==> src/rtl/spike_window_decoder.sv <==
// Spike-count readout: counts output-neuron spikes and tracks peak membrane
// state over a programmable window, then reports with a one-cycle strobe.
module spike_window_decoder #(
    parameter int unsigned CNT_W = 8,
    parameter int unsigned ST_W  = 8
) (
    input  logic             clk,
    input  logic             rst,
    input  logic             ena,
    input  logic             spike_in,
    input  logic [ST_W-1:0]  state_in,
    input  logic [7:0]       window_len,
    input  logic [CNT_W-1:0] threshold,
    output logic [CNT_W-1:0] count_out,
    output logic [ST_W-1:0]  peak_out,
    output logic             hit,
    output logic             sat,
    output logic             valid,
    output logic             busy
);
    localparam int unsigned REM_W = 9;
    localparam logic [CNT_W-1:0] CNT_MAX = '1;

    typedef enum logic [1:0] {
        IDLE   = 2'd0,
        COUNT  = 2'd1,
        REPORT = 2'd2
    } state_t;

    state_t             state_q, state_d;
    logic [REM_W-1:0]   rem_q, rem_d;
    logic [CNT_W-1:0]   acc_q, acc_d;
    logic [ST_W-1:0]    pk_q, pk_d;
    logic               sat_acc_q, sat_acc_d;
    logic [CNT_W-1:0]   count_q, count_d;
    logic [ST_W-1:0]    peak_q, peak_d;
    logic               hit_q, hit_d;
    logic               sat_q, sat_d;
    logic               valid_q, valid_d;
    logic               busy_q, busy_d;

    logic [CNT_W-1:0]   acc_next;
    logic [ST_W-1:0]    pk_next;
    logic               sat_next;
    logic [REM_W-1:0]   load_rem;

    // Next-state, accumulator and result computation.
    always_comb begin
        state_d   = state_q;
        rem_d     = rem_q;
        acc_d     = acc_q;
        pk_d      = pk_q;
        sat_acc_d = sat_acc_q;
        count_d   = count_q;
        peak_d    = peak_q;
        hit_d     = hit_q;
        sat_d     = sat_q;

        acc_next = (spike_in && (acc_q != CNT_MAX)) ? acc_q + CNT_W'(1) : acc_q;
        sat_next = sat_acc_q | (spike_in & (acc_q == CNT_MAX));
        pk_next  = (state_in > pk_q) ? state_in : pk_q;
        load_rem = (window_len == 8'd0) ? REM_W'(256) : {1'b0, window_len};

        case (state_q)
            IDLE, REPORT: begin
                if (ena) begin
                    rem_d     = load_rem;
                    acc_d     = '0;
                    pk_d      = '0;
                    sat_acc_d = 1'b0;
                    state_d   = COUNT;
                end else begin
                    state_d = IDLE;
                end
            end
            COUNT: begin
                if (!ena) begin
                    state_d = IDLE;
                end else begin
                    acc_d     = acc_next;
                    pk_d      = pk_next;
                    sat_acc_d = sat_next;
                    rem_d     = rem_q - REM_W'(1);
                    // Last sample is folded directly into the published result.
                    if (rem_q == REM_W'(1)) begin
                        count_d = acc_next;
                        peak_d  = pk_next;
                        sat_d   = sat_next;
                        hit_d   = (acc_next >= threshold);
                        state_d = REPORT;
                    end
                end
            end
            default: state_d = IDLE;
        endcase

        valid_d = (state_d == REPORT);
        busy_d  = (state_d == COUNT);
    end

    always_ff @(posedge clk) begin
        if (rst) begin
            state_q   <= IDLE;
            rem_q     <= '0;
            acc_q     <= '0;
            pk_q      <= '0;
            sat_acc_q <= 1'b0;
            count_q   <= '0;
            peak_q    <= '0;
            hit_q     <= 1'b0;
            sat_q     <= 1'b0;
            valid_q   <= 1'b0;
            busy_q    <= 1'b0;
        end else begin
            state_q   <= state_d;
            rem_q     <= rem_d;
            acc_q     <= acc_d;
            pk_q      <= pk_d;
            sat_acc_q <= sat_acc_d;
            count_q   <= count_d;
            peak_q    <= peak_d;
            hit_q     <= hit_d;
            sat_q     <= sat_d;
            valid_q   <= valid_d;
            busy_q    <= busy_d;
        end
    end

    assign count_out = count_q;
    assign peak_out  = peak_q;
    assign hit       = hit_q;
    assign sat       = sat_q;
    assign valid     = valid_q;
    assign busy      = busy_q;
endmodule

==> config.mk <==
export PLATFORM = sky130hd
export DESIGN_NAME = spike_window_decoder
export DESIGN_NICKNAME = d
export VERILOG_FILES = /design/src/rtl/spike_window_decoder.sv
export SDC_FILE = /design/constraint.sdc
export NUM_CORES = 1
export LEC_CHECK = 0
export ABC_AREA = 1
export CORE_MARGIN = 4
export CORE_UTILIZATION = 48
export DETAILED_ROUTE_END_ITERATION = 10
export MAX_ROUTING_LAYER = met4
export PLACE_DENSITY = 0.82
export SYNTH_ARGS = -nofsm -noshare
export SYNTH_HDL_FRONTEND = slang
export SYNTH_SLANG_ARGS = --single-unit
==> constraint.sdc <==
create_clock -name clk -period 2.5 [get_ports clk]
set_clock_uncertainty 0.2 [all_clocks]
set_input_delay 0.375 -clock clk [delete_from_list [all_inputs] [get_ports clk]]
set_output_delay 0.375 -clock clk [all_outputs]
set_load 0.005 [all_outputs]
==> run_summary.xml, run 1 <==
<?xml version="1.0" encoding="UTF-8"?>
<metrics>
  <group name="status">
    <metric name="result_of_the_run" unit="">complete, no violations</metric>
  </group>
  <group name="synthesis">
    <metric name="register_area_share_after_synthesis" unit="%">33.7</metric>
    <metric name="synth-xor-area-share" unit="%">1.54</metric>
    <metric name="synth.avg_cell_area" unit="um2">6.73</metric>
    <metric name="yosys.area_share.adder" unit="%">8.35</metric>
    <metric name="ys.flop_type" unit="">sky130_fd_sc_hd__dfxtp_1</metric>
    <metric name="synth.most_common_cell" unit="">sky130_fd_sc_hd__nand2_1</metric>
    <metric name="netlist_instances" unit="">423</metric>
    <metric name="ys_ff_latch" unit="">48</metric>
    <metric name="synth_top_area_cell" unit="">sky130_fd_sc_hd__dfxtp_1</metric>
    <metric name="synthesis.nets" unit="">470</metric>
    <metric name="synthSimpleGateAreaFrac" unit="%">31.4</metric>
    <metric name="top_cells_by_area_in_the_synthesized_netlist" unit="">sky130_fd_sc_hd__dfxtp_1 34%, sky130_fd_sc_hd__nand2_1 14%, sky130_fd_sc_hd__inv_1 8.6%, sky130_fd_sc_hd__ha_1 8.3%, sky130_fd_sc_hd__nand3_1 7.0%</metric>
    <metric name="ys_warn_count" unit="">0</metric>
    <metric name="list_of_most_frequent_post_synthesis_cells" unit="">109 x sky130_fd_sc_hd__nand2_1, 65 x sky130_fd_sc_hd__inv_1, 48 x sky130_fd_sc_hd__dfxtp_1, 40 x sky130_fd_sc_hd__nand3_1, 35 x sky130_fd_sc_hd__a21oi_1</metric>
    <metric name="synth_compound_area_share" unit="%">13.0</metric>
    <metric name="ys_async_sr_fraction" unit="%">0</metric>
    <metric name="synth_top_family_by_area" unit="">simple AND/OR/NAND/NOR gates</metric>
    <metric name="synth_mux_area_share" unit="%">0</metric>
    <metric name="synthesis.area" unit="um2">2850</metric>
    <metric name="synth_edf_count" unit="">0</metric>
    <metric name="synth_cell_types" unit="">40</metric>
    <metric name="synthDominantCellAreaShare" unit="%">33.7</metric>
  </group>
  <group name="routing">
    <metric name="dr_total_vias" unit="">2762</metric>
    <metric name="number_of_violations_reported_at_the_end_of_detailed_routing_iteration_0" unit="">125</metric>
    <metric name="wire_per_inst" unit="um">12.4</metric>
    <metric name="totalWireLength" unit="mm">6.79</metric>
    <metric name="remaining_routing_drc_violations" unit="">0</metric>
    <metric name="post_drt_via_cell_ratio" unit="">5.02</metric>
    <metric name="drt_first_pass_iters" unit="">5</metric>
    <metric name="drt.antenna.violating_nets" unit="">0</metric>
  </group>
  <group name="finish">
    <metric name="area.sequential" unit="um2">963</metric>
    <metric name="final_core_util" unit="%">63.4</metric>
    <metric name="drive_gt1_share" unit="%">8.58</metric>
    <metric name="diodes_inserted" unit="">0</metric>
    <metric name="final_instance_area" unit="um2">3580</metric>
    <metric name="multi_input_comb_area" unit="um2">1560</metric>
    <metric name="layout-area-overhead-vs-synth" unit="%">25.6</metric>
    <metric name="final_nets" unit="">524</metric>
    <metric name="filler_cell_count" unit="">506</metric>
  </group>
  <group name="grt">
    <metric name="grt.met2_usage" unit="%">33.1</metric>
    <metric name="number_of_antenna_violations_at_the_first_check_in_global_routing" unit="">0</metric>
    <metric name="grt_max_degree" unit="">26</metric>
    <metric name="grt_pass1_vias" unit="">2685</metric>
    <metric name="grt_pass1_wl" unit="mm">11.7</metric>
    <metric name="grtUsageTotal" unit="%">19.7</metric>
    <metric name="globalRoute.totalOverflow" unit="">0</metric>
    <metric name="global_route_met1_usage" unit="%">24.4</metric>
    <metric name="global_route.peak_usage_layer" unit="">met2</metric>
    <metric name="routing_usage_on_met3" unit="%">4.08</metric>
  </group>
  <group name="worst_setup_path">
    <metric name="r2r_slack" unit="ps">190</metric>
    <metric name="arrival" unit="ps">2310</metric>
    <metric name="path_cells" unit="">ha_4 -&gt; nand3_1 -&gt; nor2_2 -&gt; nand2_1 -&gt; nand2_2 -&gt; inv_2 -&gt; buf_4 -&gt; or2_1 -&gt; nand2_1 -&gt; inv_1 -&gt; ha_1 -&gt; a21oi_2 -&gt; o21ai_0 -&gt; nor2_1 -&gt; a21oi_1</metric>
    <metric name="slowest_stage" unit="">sky130_fd_sc_hd__dfxtp_2</metric>
    <metric name="crit_family" unit="">simple AND/OR/NAND/NOR gates</metric>
    <metric name="buffer_and_inverter_count_on_the_worst_path" unit="">3</metric>
    <metric name="worst_ep_required_time" unit="ps">2500</metric>
    <metric name="critical-path-top-cell-by-count" unit="">sky130_fd_sc_hd__nand2_1</metric>
    <metric name="reg2reg_to" unit="">hit$_SDFFE_PP0P_</metric>
    <metric name="worst-path-max-fanout" unit="">7</metric>
    <metric name="setup.worst_path.start_class" unit="">flop</metric>
    <metric name="worstReg2RegStart" unit="">acc_q[1]$_SDFFE_PP0P_</metric>
    <metric name="critical_path.max_stage_delay" unit="ps">380</metric>
    <metric name="setup.worst_path.class" unit="">flop to flop</metric>
    <metric name="cp-end-kind" unit="">flop</metric>
    <metric name="reg2regPathDepth" unit="">15</metric>
  </group>
  <group name="sta">
    <metric name="period_needed" unit="ps">2310</metric>
    <metric name="final_sum_of_negative_setup_slack" unit="ps">0</metric>
    <metric name="worst-slew-pin-transition" unit="ps">384</metric>
    <metric name="finalWorstSetupSlack" unit="ps">192</metric>
    <metric name="hold_viol" unit="">0</metric>
    <metric name="slew_viol_final" unit="">0</metric>
    <metric name="setup_viol_count_final" unit="">0</metric>
    <metric name="clock.fmax" unit="GHz">0.433</metric>
    <metric name="timing.slew.headroom" unit="%">74.3</metric>
    <metric name="finalCritPeriodShare" unit="%">92.3</metric>
  </group>
  <group name="place">
    <metric name="place_congestion" unit="">0.924</metric>
    <metric name="detailedPlace.worstSlack" unit="ps">25.6</metric>
    <metric name="place_area" unit="um2">3440</metric>
    <metric name="detailedPlacementHpwl" unit="mm">5.08</metric>
    <metric name="port_bufs" unit="">47</metric>
  </group>
  <group name="power_and_ir_drop">
    <metric name="power.ir.vdd_worst" unit="V">0.000325</metric>
    <metric name="power_per_cell_area" unit="nW/um2">468</metric>
    <metric name="clock_power_share" unit="%">33.9</metric>
    <metric name="switching_share" unit="%">27.3</metric>
    <metric name="sequentialPowerShare" unit="%">47.9</metric>
    <metric name="power_switching" unit="mW">0.457</metric>
    <metric name="p_leak" unit="nW">1.64</metric>
    <metric name="power.share.combinational" unit="%">18.2</metric>
    <metric name="total_power_draw" unit="mW">1.67</metric>
    <metric name="cell_int_power" unit="mW">1.22</metric>
  </group>
  <group name="hold_path">
    <metric name="hold_path_startpoint" unit="">pk_q[1]$_SDFFE_PP0P_</metric>
    <metric name="holdPathEnd" unit="">pk_q[1]$_SDFFE_PP0P_</metric>
    <metric name="worstHoldPathType" unit="">flop to flop</metric>
    <metric name="min_path_cells" unit="">2</metric>
  </group>
  <group name="floorplan">
    <metric name="floorplan.initialDensity" unit="%">50.5</metric>
    <metric name="die_height" unit="um">85.0</metric>
    <metric name="placementRows" unit="">27</metric>
    <metric name="chipWidth" unit="um">85.0</metric>
    <metric name="core_region_area" unit="um2">5640</metric>
    <metric name="die_area" unit="um2">7230</metric>
    <metric name="floorplan.io_pins" unit="">48</metric>
  </group>
  <group name="clock_tree">
    <metric name="insertion_delay" unit="ps">300</metric>
    <metric name="worst_setup_hold_path_clk_slew" unit="ps">90</metric>
    <metric name="cts_tree" unit="">done</metric>
    <metric name="cts.hold.buffers_added" unit="">0</metric>
    <metric name="clk_root_buffer_cell" unit="">sky130_fd_sc_hd__clkbuf_8</metric>
    <metric name="cts-root-to-sink-buffers" unit="">2</metric>
    <metric name="h-tree-depth" unit="">2</metric>
    <metric name="cts.sink_count" unit="">48</metric>
    <metric name="cts_made_buffers" unit="">5</metric>
  </group>
  <group name="job">
    <metric name="timing.max_cap.violations" unit="">0</metric>
  </group>
</metrics>
power groups by stage:
stage	Sequential (mW)	Clock (mW)	Combinational, mW
2_1_floorplan	0.815	0	0.195
3_3_place_gp	0.819	0	0.290
3_5_place_dp	0.820	0	0.299
4_1_cts	0.802	0.579	0.301
5_1_grt	0.806	0.612	0.345
6_report	0.802	0.567	0.305
logic make-up (layout without fill, tap and decap cells):
family / after synthesis / in the layout
and+or+nand+nor: 200 / 200
adders and majority gates: 19 / 19
xor gates and xnor gates: 5 / 5
buffers and inverters: 83 / 138
DFF: 48 / 48
AOI/OAI and AO/OA: 68 / 68
what timing repair did:
item                       in CTS  in global routing
setup endpoints to repair       0                  1
setup buffers                   0                  1
resized for setup               0                  7
final cells by class:
cell class	count	share of cell area [%]
clock buffer	6	2.03
clock inverter	2	0.980
inverter	70	7.63
multi-input combinational	292	43.7
sequential	48	26.9
tap	72	2.52
timing repair buffer	60	16.2
worst max-delay path by stage:
stage / to / cells past startpoint / start / slack [ps]
floorplan: hit$_SDFFE_PP0P_ / 16 / acc_q[0]$_SDFFE_PP0P_ / 130
finish: hit$_SDFFE_PP0P_ / 15 / acc_q[1]$_SDFFE_PP0P_ / 190
detailed placement: hit$_SDFFE_PP0P_ / 12 / spike_in / 30
global route: hit$_SDFFE_PP0P_ / 15 / acc_q[1]$_SDFFE_PP0P_ / -3
CTS: hit$_SDFFE_PP0P_ / 16 / acc_q[1]$_SDFFE_PP0P_ / 50
global placement: hit$_SDFFE_PP0P_ / 12 / spike_in / 60
worst min-delay path: cells and delay by family (launching register included):
| family | cells | cell delay, ps |
|---|---|---|
| AO/OA/AOI/OAI | 1 | 50 |
| flip-flops | 1 | 320 |
| AND/OR/NAND/NOR | 1 | 60 |
layer usage:
layer / share of wire (%) / routed length, um
met5: 0 / 0
met4: 0.99 / 67
met3: 5.4 / 367
met2: 47 / 3200
met1: 46 / 3160
registers in the layout (all words and copies together) (netlist names):
| register | flops |
|---|---|
| count_out | 8 |
| sat_acc_q | 1 |
| valid | 1 |
| hit | 1 |
| sat | 1 |
| busy | 1 |
| peak_out | 8 |
| state_q | 2 |
| acc_q | 8 |
| rem_q | 9 |
| pk_q | 8 |
stage by stage:
stage                     std cells  hold slack (ps)
final                           550              266
after global routing            550              290
after CTS                       549              269
after detailed placement        541              254
after global placement          541              252
after floorplan                 423              244
layout by cell type (no fill, tap or decap), types with 3 or more instances in the layout:
master / Yosys / routed
sky130_fd_sc_hd__clkbuf_8: 0 / 5
sky130_fd_sc_hd__inv_1: 65 / 65
sky130_fd_sc_hd__a21oi_1: 35 / 34
sky130_fd_sc_hd__nand3_1: 40 / 40
sky130_fd_sc_hd__xnor2_1: 3 / 3
sky130_fd_sc_hd__nor3_1: 3 / 3
sky130_fd_sc_hd__ha_1: 19 / 18
sky130_fd_sc_hd__o21ai_0: 18 / 17
sky130_fd_sc_hd__nor2_1: 32 / 32
sky130_fd_sc_hd__dfxtp_1: 48 / 46
sky130_fd_sc_hd__buf_4: 2 / 12
sky130_fd_sc_hd__o21ai_1: 3 / 4
sky130_fd_sc_hd__clkdlybuf4s50_1: 0 / 47
sky130_fd_sc_hd__nand2_1: 109 / 109
Power figures use the tool's default switching activity.
==> inputs of run 2 (changes only) <==
- ABC_CLOCK_PERIOD_IN_PS: unset -> 2500
- GPL_ROUTABILITY_DRIVEN: unset -> 0
==> results of run 2 <==
Final layout, timing and power as in run 1 (identical DEF).
==> inputs of run 3 (changes only) <==
- ABC_CLOCK_PERIOD_IN_PS: 2500 -> 2870
- CORE_UTILIZATION: 48 -> 52
- CTS_CLUSTER_SIZE: unset -> 40
- PLACE_DENSITY: 0.82 -> 0.84
- clock period: 2.5 -> 2.87 ns (I/O delays scaled with it)
==> run 3 against run 2 <==
  * Sequential power decreased by 13%
  * Final area decreased by 2.8%
  * First-iteration DRC count rose by 0.80%
  * Clock power fell by 26%
  * Fmax shrank 13%
  * Power is 18% lower
  * Core utilization up 3.4 points
  * Register-to-register slack improved by 20 ps
  * Global-route usage up 2.1 points
==> run_summary.xml, run 3 (same netlist as run 1, synthesis figures left out) <==
<?xml version="1.0" encoding="UTF-8"?>
<metrics>
  <group name="status">
    <metric name="result_of_the_run" unit="">complete, no violations</metric>
  </group>
  <group name="routing">
    <metric name="drt-met1-wl" unit="mm">3.01</metric>
    <metric name="wire_per_inst" unit="um">12.3</metric>
    <metric name="drt.antenna.violating_nets" unit="">0</metric>
    <metric name="drt_first_pass_iters" unit="">4</metric>
    <metric name="remaining_routing_drc_violations" unit="">0</metric>
    <metric name="number_of_violations_reported_at_the_end_of_detailed_routing_iteration_0" unit="">126</metric>
    <metric name="dr_wl_met2" unit="mm">3.13</metric>
    <metric name="post_drt_via_cell_ratio" unit="">5.09</metric>
    <metric name="highest-signal-layer" unit="">met4</metric>
    <metric name="dr_total_vias" unit="">2756</metric>
    <metric name="wl_met3" unit="um">395</metric>
    <metric name="totalWireLength" unit="mm">6.65</metric>
  </group>
  <group name="floorplan">
    <metric name="core_region_area" unit="um2">5200</metric>
    <metric name="floorplan.initialDensity" unit="%">54.7</metric>
    <metric name="die_area" unit="um2">6720</metric>
    <metric name="die_height" unit="um">82</metric>
    <metric name="chipWidth" unit="um">82</metric>
    <metric name="placementRows" unit="">26</metric>
    <metric name="floorplan.io_pins" unit="">48</metric>
  </group>
  <group name="clock_tree">
    <metric name="ctsResizeCount" unit="">0</metric>
    <metric name="worst_setup_hold_path_clk_slew" unit="ps">80</metric>
    <metric name="cts_tree" unit="">done</metric>
    <metric name="clk_root_buffer_cell" unit="">sky130_fd_sc_hd__clkbuf_8</metric>
    <metric name="postCtsSetupRepairBufs" unit="">0</metric>
    <metric name="insertion_delay" unit="ps">310</metric>
    <metric name="h-tree-depth" unit="">2</metric>
    <metric name="cts.hold.buffers_added" unit="">0</metric>
    <metric name="cts.sink_count" unit="">48</metric>
    <metric name="cts-root-to-sink-buffers" unit="">2</metric>
    <metric name="cts_made_buffers" unit="">5</metric>
  </group>
  <group name="job">
    <metric name="timing.max_cap.violations" unit="">0</metric>
  </group>
  <group name="finish">
    <metric name="drive_gt1_share" unit="%">6.58</metric>
    <metric name="regMostFlops" unit="">rem_q</metric>
    <metric name="area.sequential" unit="um2">963</metric>
    <metric name="final_nets" unit="">517</metric>
    <metric name="fin_cells" unit="">541</metric>
    <metric name="layout-area-overhead-vs-synth" unit="%">22.0</metric>
    <metric name="final_core_util" unit="%">66.8</metric>
    <metric name="max_ffs_per_register" unit="">9</metric>
    <metric name="most_common_cell_after_layout_fill_and_taps_aside" unit="">sky130_fd_sc_hd__nand2_1</metric>
    <metric name="mostFrequentLayoutCells" unit="">109 x sky130_fd_sc_hd__nand2_1, 65 x sky130_fd_sc_hd__inv_1, 47 x sky130_fd_sc_hd__clkdlybuf4s50_1</metric>
    <metric name="diodes_inserted" unit="">0</metric>
    <metric name="multi_input_comb_area" unit="um2">1550</metric>
    <metric name="final_instance_area" unit="um2">3470</metric>
    <metric name="filler_cell_count" unit="">445</metric>
  </group>
  <group name="sta">
    <metric name="finalCritPeriodShare" unit="%">92.7</metric>
    <metric name="clock.fmax" unit="GHz">0.376</metric>
    <metric name="finalWorstSetupSlack" unit="ps">210</metric>
    <metric name="final_sum_of_negative_setup_slack" unit="ps">0</metric>
    <metric name="setup_repair_after_global_routing_missed_its_margin" unit="">no</metric>
    <metric name="period_needed" unit="ps">2660</metric>
    <metric name="setup_viol_count_final" unit="">0</metric>
    <metric name="timing.slew.headroom" unit="%">64.7</metric>
    <metric name="slew_viol_final" unit="">0</metric>
    <metric name="hold_viol" unit="">0</metric>
    <metric name="worst-slew-pin-transition" unit="ps">528</metric>
  </group>
  <group name="worst_setup_path">
    <metric name="r2r_slack" unit="ps">210</metric>
    <metric name="path_cells" unit="">ha_1 -&gt; nand3_1 -&gt; nor2_2 -&gt; nand2_1 -&gt; nand2_2 -&gt; inv_2 -&gt; or2_1 -&gt; nand2_1 -&gt; inv_1 -&gt; ha_1 -&gt; o21ai_0 -&gt; a21boi_0 -&gt; o21ai_1 -&gt; nand2_1 -&gt; nand2_1 -&gt; a21oi_1</metric>
    <metric name="slowest_stage" unit="">sky130_fd_sc_hd__dfxtp_2</metric>
    <metric name="reg2regPathDepth" unit="">16</metric>
    <metric name="setup.worst_path.start_class" unit="">flop</metric>
    <metric name="critical-path-top-cell-by-count" unit="">sky130_fd_sc_hd__nand2_1</metric>
    <metric name="crit_path_start" unit="">acc_q[1]$_SDFFE_PP0P_</metric>
    <metric name="crit_path_end" unit="">hit$_SDFFE_PP0P_</metric>
    <metric name="worstReg2RegStart" unit="">acc_q[1]$_SDFFE_PP0P_</metric>
    <metric name="buffer_and_inverter_count_on_the_worst_path" unit="">2</metric>
    <metric name="crit_family" unit="">simple AND/OR/NAND/NOR gates</metric>
    <metric name="setup.worst_path.class" unit="">flop to flop</metric>
    <metric name="worst_ep_required_time" unit="ps">2900</metric>
    <metric name="arrival" unit="ps">2690</metric>
    <metric name="critical_path.max_stage_delay" unit="ps">380</metric>
    <metric name="cp-end-kind" unit="">flop</metric>
    <metric name="reg2reg_to" unit="">hit$_SDFFE_PP0P_</metric>
    <metric name="path_depth" unit="">16</metric>
    <metric name="worst-path-max-fanout" unit="">10</metric>
  </group>
  <group name="hold_path">
    <metric name="min_path_cells" unit="">2</metric>
    <metric name="worstHoldPathType" unit="">flop to flop</metric>
  </group>
  <group name="grt">
    <metric name="grt_max_degree" unit="">31</metric>
    <metric name="grt_pass1_wl" unit="mm">11.1</metric>
    <metric name="globalRoute.totalOverflow" unit="">0</metric>
    <metric name="grtUsageTotal" unit="%">21.8</metric>
    <metric name="number_of_antenna_violations_at_the_first_check_in_global_routing" unit="">0</metric>
    <metric name="grt_pass1_vias" unit="">2499</metric>
  </group>
  <group name="place">
    <metric name="detailedPlace.worstSlack" unit="ps">238</metric>
    <metric name="total_placed_cells_including_tap_cells" unit="">533</metric>
    <metric name="detailedPlacementHpwl" unit="mm">4.79</metric>
    <metric name="place_area" unit="um2">3380</metric>
    <metric name="port_bufs" unit="">47</metric>
  </group>
  <group name="power_and_ir_drop">
    <metric name="p_leak" unit="nW">1.59</metric>
    <metric name="power_per_cell_area" unit="nW/um2">396</metric>
    <metric name="clock_power_share" unit="%">30.5</metric>
    <metric name="sequentialPowerShare" unit="%">50.8</metric>
    <metric name="cell_int_power" unit="mW">0.992</metric>
    <metric name="power.share.combinational" unit="%">18.7</metric>
    <metric name="power.ir.vdd_worst" unit="V">0.000218</metric>
    <metric name="switching_share" unit="%">27.9</metric>
    <metric name="power_switching" unit="mW">0.384</metric>
  </group>
</metrics>
==> run 3: metrics by stage <==
stage          power (mW)  hold slack [ps]
6_report             1.38              270
3_3_place_gp        0.960              253
5_1_grt              1.44              290
3_5_place_dp        0.967              258
4_1_cts              1.38              271
2_1_floorplan       0.879              244
==> run 3: metal layers <==
| metal | vias to the layer above | GRT usage (%) |
|---|---|---|
| li1 | 1444 | - |
| met1 | 1216 | 26.4 |
| met2 | 86 | 35.9 |
| met3 | 10 | 4.28 |
| met4 | 0 | 7.64 |
| met5 | - | - |
==> run 3: final cells by class <==
type                    count  area share, %
inverters                  70           7.85
clock buffers               8           2.59
flip-flops and latches     48           27.7
repair buffers             53           14.8
well taps                  70           2.52
multi-input cells         292           44.5
==> run 3: power by group through the flow <==
stage	Combinational (mW)	Clock, mW	Sequential (mW)
after global placement	0.246	0	0.714
final	0.257	0.419	0.699
after global routing	0.290	0.448	0.702
after detailed placement	0.253	0	0.715
after floorplan	0.170	0	0.710
after CTS	0.255	0.426	0.699
==> run 3: worst min path at each step <==
stage / to / startpoint / slack, ps
2_1_floorplan: pk_q[5]$_SDFFE_PP0P_ / pk_q[5]$_SDFFE_PP0P_ / 240
3_3_place_gp: pk_q[3]$_SDFFE_PP0P_ / pk_q[3]$_SDFFE_PP0P_ / 250
3_5_place_dp: pk_q[5]$_SDFFE_PP0P_ / pk_q[5]$_SDFFE_PP0P_ / 260
4_1_cts: pk_q[3]$_SDFFE_PP0P_ / pk_q[3]$_SDFFE_PP0P_ / 270
5_1_grt: pk_q[3]$_SDFFE_PP0P_ / pk_q[3]$_SDFFE_PP0P_ / 290
6_report: pk_q[7]$_SDFFE_PP0P_ / pk_q[7]$_SDFFE_PP0P_ / 270
==> run 3: worst register-to-register path, stage by stage, from the launching register on <==
cell	delay (ps)
sky130_fd_sc_hd__dfxtp_2	380
sky130_fd_sc_hd__ha_1	210
sky130_fd_sc_hd__nand3_1	100
sky130_fd_sc_hd__nor2_2	150
sky130_fd_sc_hd__nand2_1	80
sky130_fd_sc_hd__nand2_2	150
sky130_fd_sc_hd__inv_2	110
sky130_fd_sc_hd__or2_1	250
sky130_fd_sc_hd__nand2_1	100
sky130_fd_sc_hd__inv_1	50
sky130_fd_sc_hd__ha_1	270
sky130_fd_sc_hd__o21ai_0	70
sky130_fd_sc_hd__a21boi_0	180
sky130_fd_sc_hd__o21ai_1	80
sky130_fd_sc_hd__nand2_1	60
sky130_fd_sc_hd__nand2_1	50
sky130_fd_sc_hd__a21oi_1	120
